## src/rtl/clock_group_reset_sequencer.sv

```systemverilog
// Staggered reset release for a group of members sharing one clock, with
// software-requested re-reset of a subset of members.
`timescale 1ns/1ps
module clock_group_reset_sequencer #(
    parameter int NUM_MEMBERS = 3,
    parameter int GAP_CYCLES  = 16,
    parameter int HOLD_CYCLES = 8
) (
    input  logic                   clock,
    input  logic                   reset,
    output logic [NUM_MEMBERS-1:0] auto_out_member_clock,
    output logic [NUM_MEMBERS-1:0] auto_out_member_reset,
    input  logic                   req_valid,
    input  logic [NUM_MEMBERS-1:0] req_mask,
    output logic                   req_ready,
    output logic                   done,
    output logic                   busy
);

    typedef enum logic [1:0] {SYNC, RELEASE, RUN, HOLD} state_t;

    localparam logic [7:0] GAP_LAST  = 8'(GAP_CYCLES - 1);
    localparam logic [7:0] HOLD_LAST = 8'(HOLD_CYCLES - 1);

    logic [1:0]             rst_sync_q, rst_sync_d;
    logic                   rst_int_n;
    state_t                 state_q, state_d;
    logic [7:0]             cnt_q, cnt_d;
    logic [NUM_MEMBERS-1:0] mrst_q, mrst_d;
    logic [NUM_MEMBERS-1:0] act_q, act_d;
    logic [NUM_MEMBERS-1:0] pend_q, pend_d;
    logic                   done_q, done_d;
    logic                   ready_q, ready_d;
    logic [NUM_MEMBERS-1:0] src, pick;
    logic                   rel_evt;

    assign auto_out_member_clock = {NUM_MEMBERS{clock}};
    assign auto_out_member_reset = mrst_q;
    assign req_ready             = ready_q;
    assign done                  = done_q;
    assign busy                  = (state_q != RUN);

    always_comb rst_sync_d = {rst_sync_q[0], 1'b1};

    always_ff @(posedge clock or negedge reset) begin
        if (!reset) rst_sync_q <= '0;
        else        rst_sync_q <= rst_sync_d;
    end

    assign rst_int_n = rst_sync_q[1];

    // Members still waiting come from the latched mask until RELEASE starts
    // consuming them; the lowest pending bit is always the next to release.
    always_comb begin
        src  = (state_q == RELEASE) ? pend_q : act_q;
        pick = src & (~src + NUM_MEMBERS'(1));
    end

    always_comb begin
        state_d = state_q;
        cnt_d   = (cnt_q == 8'hFF) ? cnt_q : cnt_q + 8'd1;
        mrst_d  = mrst_q;
        act_d   = act_q;
        pend_d  = pend_q;
        done_d  = 1'b0;
        rel_evt = 1'b0;
        case (state_q)
            SYNC:    rel_evt = (cnt_q == GAP_LAST);
            RELEASE: rel_evt = (cnt_q == GAP_LAST);
            HOLD:    rel_evt = (cnt_q == HOLD_LAST);
            RUN: begin
                if (req_valid && ready_q) begin
                    if (req_mask != '0) begin
                        act_d   = req_mask;
                        mrst_d  = mrst_q | req_mask;
                        state_d = HOLD;
                    end else begin
                        done_d = 1'b1;
                    end
                end
            end
            default: state_d = SYNC;
        endcase
        if (rel_evt) begin
            mrst_d = mrst_q & ~pick;
            pend_d = src & ~pick;
            cnt_d  = '0;
            if (pend_d == '0) begin
                state_d = RUN;
                done_d  = 1'b1;
            end else begin
                state_d = RELEASE;
            end
        end
        if (state_d != state_q) cnt_d = '0;
        ready_d = (state_d == RUN);
    end

    always_ff @(posedge clock or negedge rst_int_n) begin
        if (!rst_int_n) begin
            state_q <= SYNC;
            cnt_q   <= '0;
            mrst_q  <= '1;
            act_q   <= '1;
            pend_q  <= '1;
            done_q  <= 1'b0;
            ready_q <= 1'b0;
        end else begin
            state_q <= state_d;
            cnt_q   <= cnt_d;
            mrst_q  <= mrst_d;
            act_q   <= act_d;
            pend_q  <= pend_d;
            done_q  <= done_d;
            ready_q <= ready_d;
        end
    end

endmodule

```

## config.mk

```make
export PLATFORM = sky130hd
export DESIGN_NAME = clock_group_reset_sequencer
export DESIGN_NICKNAME = d
export VERILOG_FILES = /design/src/rtl/clock_group_reset_sequencer.sv
export SDC_FILE = /design/constraint.sdc
export NUM_CORES = 1
export LEC_CHECK = 0
export BUFFER_PORTS_ARGS = -buffer_cell sky130_fd_sc_hd__buf_2
export CORE_ASPECT_RATIO = 1.25
export CORE_MARGIN = 5
export CORE_UTILIZATION = 35
export DETAILED_ROUTE_END_ITERATION = 7
export PLACE_DENSITY = 0.64
export SLEW_MARGIN = 40
export SYNTH_ARGS = -nofsm -noshare
export SYNTH_HDL_FRONTEND = slang
export SYNTH_SLANG_ARGS = --single-unit
export TNS_END_PERCENT = 10
```

## constraint.sdc

```tcl
create_clock -name clock -period 1.2 [get_ports clock]
set_clock_uncertainty 0.2 [all_clocks]
set_input_delay 0.06 -clock clock [delete_from_list [all_inputs] [get_ports clock]]
set_output_delay 0.06 -clock clock [all_outputs]
set_load 0.03 [all_outputs]
```

# Word level (Yosys, flattened, before mapping)
# Index checks and enable logic that the tools add are counted.
[totals]
word_cells = 55
ff_bits = 23
output_inout_bits = 9
input_bits = 6
[classes]
n_reduce_logical = 10
addsub = 2
n_eq_ne = 10
bitwise_logic = 6
muxes = 19
[op_table]
columns = ["op", "count"]
rows = [
  ["8-bit 2-to-1 mux", 3],
  ["3-bit 2-to-1 mux", 5],
  ["2-bit 2-to-1 mux", 5],
  ["3-bit AND", 3],
  ["8-bit by 1-bit adder with 8-bit output, second input constant", 1],
  ["8-bit by 3-bit equality test with 1-bit output, second input constant", 1],
  ["8-bit by 4-bit equality test with 1-bit output, second input constant", 1],
  ["8-bit equality test, second input constant", 1],
  ["2-bit equality test, second input constant", 3],
  ["3-bit inverter", 2],
  ["3-bit AND reduction", 2],
  ["2-bit nonzero test", 3],
  ["1-bit 2-to-1 mux", 5],
  ["3-bit by 1-bit adder with 3-bit output, second input constant", 1],
  ["3-bit logical NOT", 1],
  ["3-bit by 2-bit inequality test with 1-bit output, second input constant", 1],
  ["3-bit OR", 1],
  ["3-bit nonzero test", 1],
  ["2-bit by 1-bit equality test with 1-bit output, second input constant", 1],
  ["2-bit logical NOT", 1],
  ["2-bit inequality test", 1],
  ["2-bit inequality test, second input constant", 1],
  ["1-bit one-hot mux with 2 select lines", 1],
  ["2-bit OR reduction", 1],
  ["1-bit logical AND", 1],
]

# Logic depth before layout (Yosys ltp)
[depth]
word_depth = 12
ltp_mapped = 6
depth_no_buf = 5

==> key figures <==
Run
  • Maxcap violations: 0

Logic synthesis
  • Most common cell in the netlist: dfrtp_1
  • #FFs+latches synth: 23
  • Post-synth top area cell: dfrtp_1
  • Post-synthesis sequential area ratio: about 50%
  • Commonest cells post-synth: dfrtp_1, nor2_1, a21oi_1, dfstp_2, nand2_1
  • Avg Inst Size Synth: 10.34 um2
  • Synth warn: 0
  • Cell area after synthesis: ~1200 um2
  • Top-area cell type share of the netlist area: approximately 30%
  • Ys async rst share: 100.0%
  • Post-synth EDFFs: 0
  • Post-synthesis cell type count: between 40 and 50
  • Synthesized net count: 120
  • Top FF cell, synth: dfrtp_1
  • Ranking of synthesized cells by area: dfrtp_1, dfstp_2, a21oi_1, nor2_1, xnor2_1
  • Synth Instances: roughly 110

Placed design
  • Port Buffers: 14
  • Placer Congestion: just under 0.8
  • Placement Setup Slack: -0.5519 ns
  • Placed wire-length estimate: 1.941 mm

Drt
  • # DRC: 0
  • Post-Route WL: roughly 2.8 mm
  • Initial DRC count: 41
  • DR WL/cell: approximately 14 um
  • DRT Pass-1 Iters: 6
  • Vias per cell: around 5.2
  • Post-DRT Antenna Nets: 0
  • DR vias: ~1000

Floorplanning
  • Core area: roughly 3200 um2
  • Die width: 61.69 um
  • Die area: 4602 um2
  • Row cnt: 23
  • Die Y: 74.61 um
  • Top Ports: 15
  • Initial Util: a little over a third

Critical path
  • Reg2Reg Depth: 4
  • Critical R2R Capture: state_q[0]$_DFF_PN0_
  • Reg2reg start: cnt_q[4]$_DFFE_PN0P_
  • Reg2Reg Setup Slack: -0.50 ns
  • CP endpoint kind: register
  • Crit Path Category: reg2reg
  • CP Data Required Time: approximately 1.3 ns
  • CP Launch Type: register
  • Crit-path max FO: 7
  • Arrival time worst endpoint: roughly 1.8 ns

Global route
  • Initial antenna violation count: 0
  • Vias in the first global route: 1167
  • Global Route Usage Sum: between 10% and 20%
  • Total grt overflow: 0
  • Largest net degree at the start of global routing: 22
  • First-pass GRT wire length: between 4 and 5 mm

Cells and area
  • Share of cells above drive strength 1: 45.68%
  • Final Util: a little over half
  • Area Overhead vs Synth: 46.25%
  • ANT cells: 0
  • Fin nets: 169
  • Fill count: 297

CTS
  • Worst-Skew Late Latency: 0.37 ns
  • Clock slew at reported path FFs: 0.08 ns
  • CTS tree: yes

Status
  • Outcome: finished with violations
  • Failing checks: negative setup slack

STA
  • Final worst slack: -0.5027 ns
  • Minimum clock period: roughly 1.7 ns
  • Setup TNS: -9.578 ns
  • RSZ-0062 raised after global routing: true
  • Fmax: roughly 590 MHz
  • Final Cycle Share: 141.9%
  • Slew Viols, Final: 0
  • Final Hold Vio Count: 0
  • Final setup viols: 27

Power and ir drop
  • Max VDD drop: between 0.0015 and 0.002 V
  • PD cells: about 2700 nW/um2
  • Leak Pwr: a little under 0.8 nW

Worst hold path
  • Min-delay worst type: reg2async
## layout by cell type (no fill, tap or decap), drive strengths merged, types with 2 or more instances in the layout
| cell type | count |
|---|---|
| inv | 5 |
| a21oi | 9 |
| o22a | 2 |
| dlygate4sd3 | 5 |
| a21o | 2 |
| o21ai | 5 |
| and3 | 3 |
| nand3 | 3 |
| dfstp | 9 |
| nor2 | 10 |
| nand2 | 9 |
| nand2b | 3 |
| nor3 | 3 |
| mux2i | 2 |
| clkbuf | 6 |
| buf | 43 |
| dfrtp | 14 |
| and2 | 4 |
| xnor2 | 4 |
## flip-flops by register name, summed over array words and instances (netlist names)
signal and cells:
pend_q 3, rst_sync_q 2, done 1, act_q 3, auto_out_member_reset 3, state_q 2, cnt_q 8, req_ready 1
## kinds of logic (layout without fill, tap and decap cells)
family / count (synthesis) / count (layout) / share of synthesized area [%]
fa+ha+maj: 2 / 2 / 1.927
other cells: 1 / 1 / 0.3209
xor+xnor: 4 / 4 / 2.998
buf+inv: 10 / 59 / 4.925
compound gates: 28 / 28 / 17.24
flops: 23 / 23 / 50.21
mux: 2 / 2 / 1.713
simple gates: 43 / 43 / 20.67
## worst max-delay path by stage
stage / endpoint / start / slack [ns] / depth (start not counted)
CTS: state_q[0]$_DFF_PN0_ / cnt_q[6]$_DFFE_PN0P_ / -0.52 / 4
floorplan: state_q[0]$_DFF_PN0_ / cnt_q[5]$_DFFE_PN0P_ / -0.43 / 4
detailed placement: pend_q[2]$_DFFE_PN1P_ / cnt_q[5]$_DFFE_PN0P_ / -0.55 / 4
finish: state_q[0]$_DFF_PN0_ / cnt_q[4]$_DFFE_PN0P_ / -0.50 / 4
global placement: state_q[0]$_DFF_PN0_ / cnt_q[5]$_DFFE_PN0P_ / -0.45 / 4
global route: state_q[0]$_DFF_PN0_ / cnt_q[6]$_DFFE_PN0P_ / -0.58 / 4
## layer usage
layer	GRT usage, %	vias up	part of all wire, %
met2	26.08	34	53
met3	4.167	14	5.0
met5	0	-	0
li1	-	492	-
met4	11.79	0	3.3
met1	13.41	501	39
## report_power, final
part	total (mW)	switching [mW]	internal, mW
registers	1.36	0.230	1.13
clock network	1.40	0.621	0.781
logic	1.83	0.888	0.942
total	4.59	1.74	2.85
## what timing repair did
item | CTS | global route
cloned | 0 | 0
hold buffers | 5 | 0
endpoints found under the setup margin | 28 | 30
pin swaps | 4 | 4
setup buffers | 1 | 0
resized for setup | 21 | 11
hold endpoints to repair | 9 | 0
## worst max-delay path, cell delays in order (launching register included)
cell and delay, ns:
dfrtp_1 0.42, nor4_4 0.31, o2111ai_4 0.22, a211o_4 0.33, o21a_1 0.11
## cell type report
cell class	count	area [um2]	share of cell area, %
clock buffers	12	141.4	8.272
inverters	5	18.77	1.098
multi-input cells	80	579.3	33.89
flip-flops and latches	23	589.3	34.48
well taps	37	46.29	2.709
repair buffers	42	334.1	19.55
## metrics by stage
| stage | std cells | hold slack, ns | area [um2] | power [mW] |
|---|---|---|---|---|
| after CTS | 199 | 0.03602 | 1678 | 4.522 |
| final | 199 | 0.03439 | 1709 | 4.588 |
| after global routing | 199 | 0.06443 | 1709 | 4.887 |
| after global placement | 184 | -0.3550 | 1443 | 3.250 |
| after floorplan | 113 | -0.4356 | 1177 | 2.698 |
| after detailed placement | 184 | -0.3495 | 1443 | 3.299 |
Note: power is estimated with default switching activity, not from simulation.
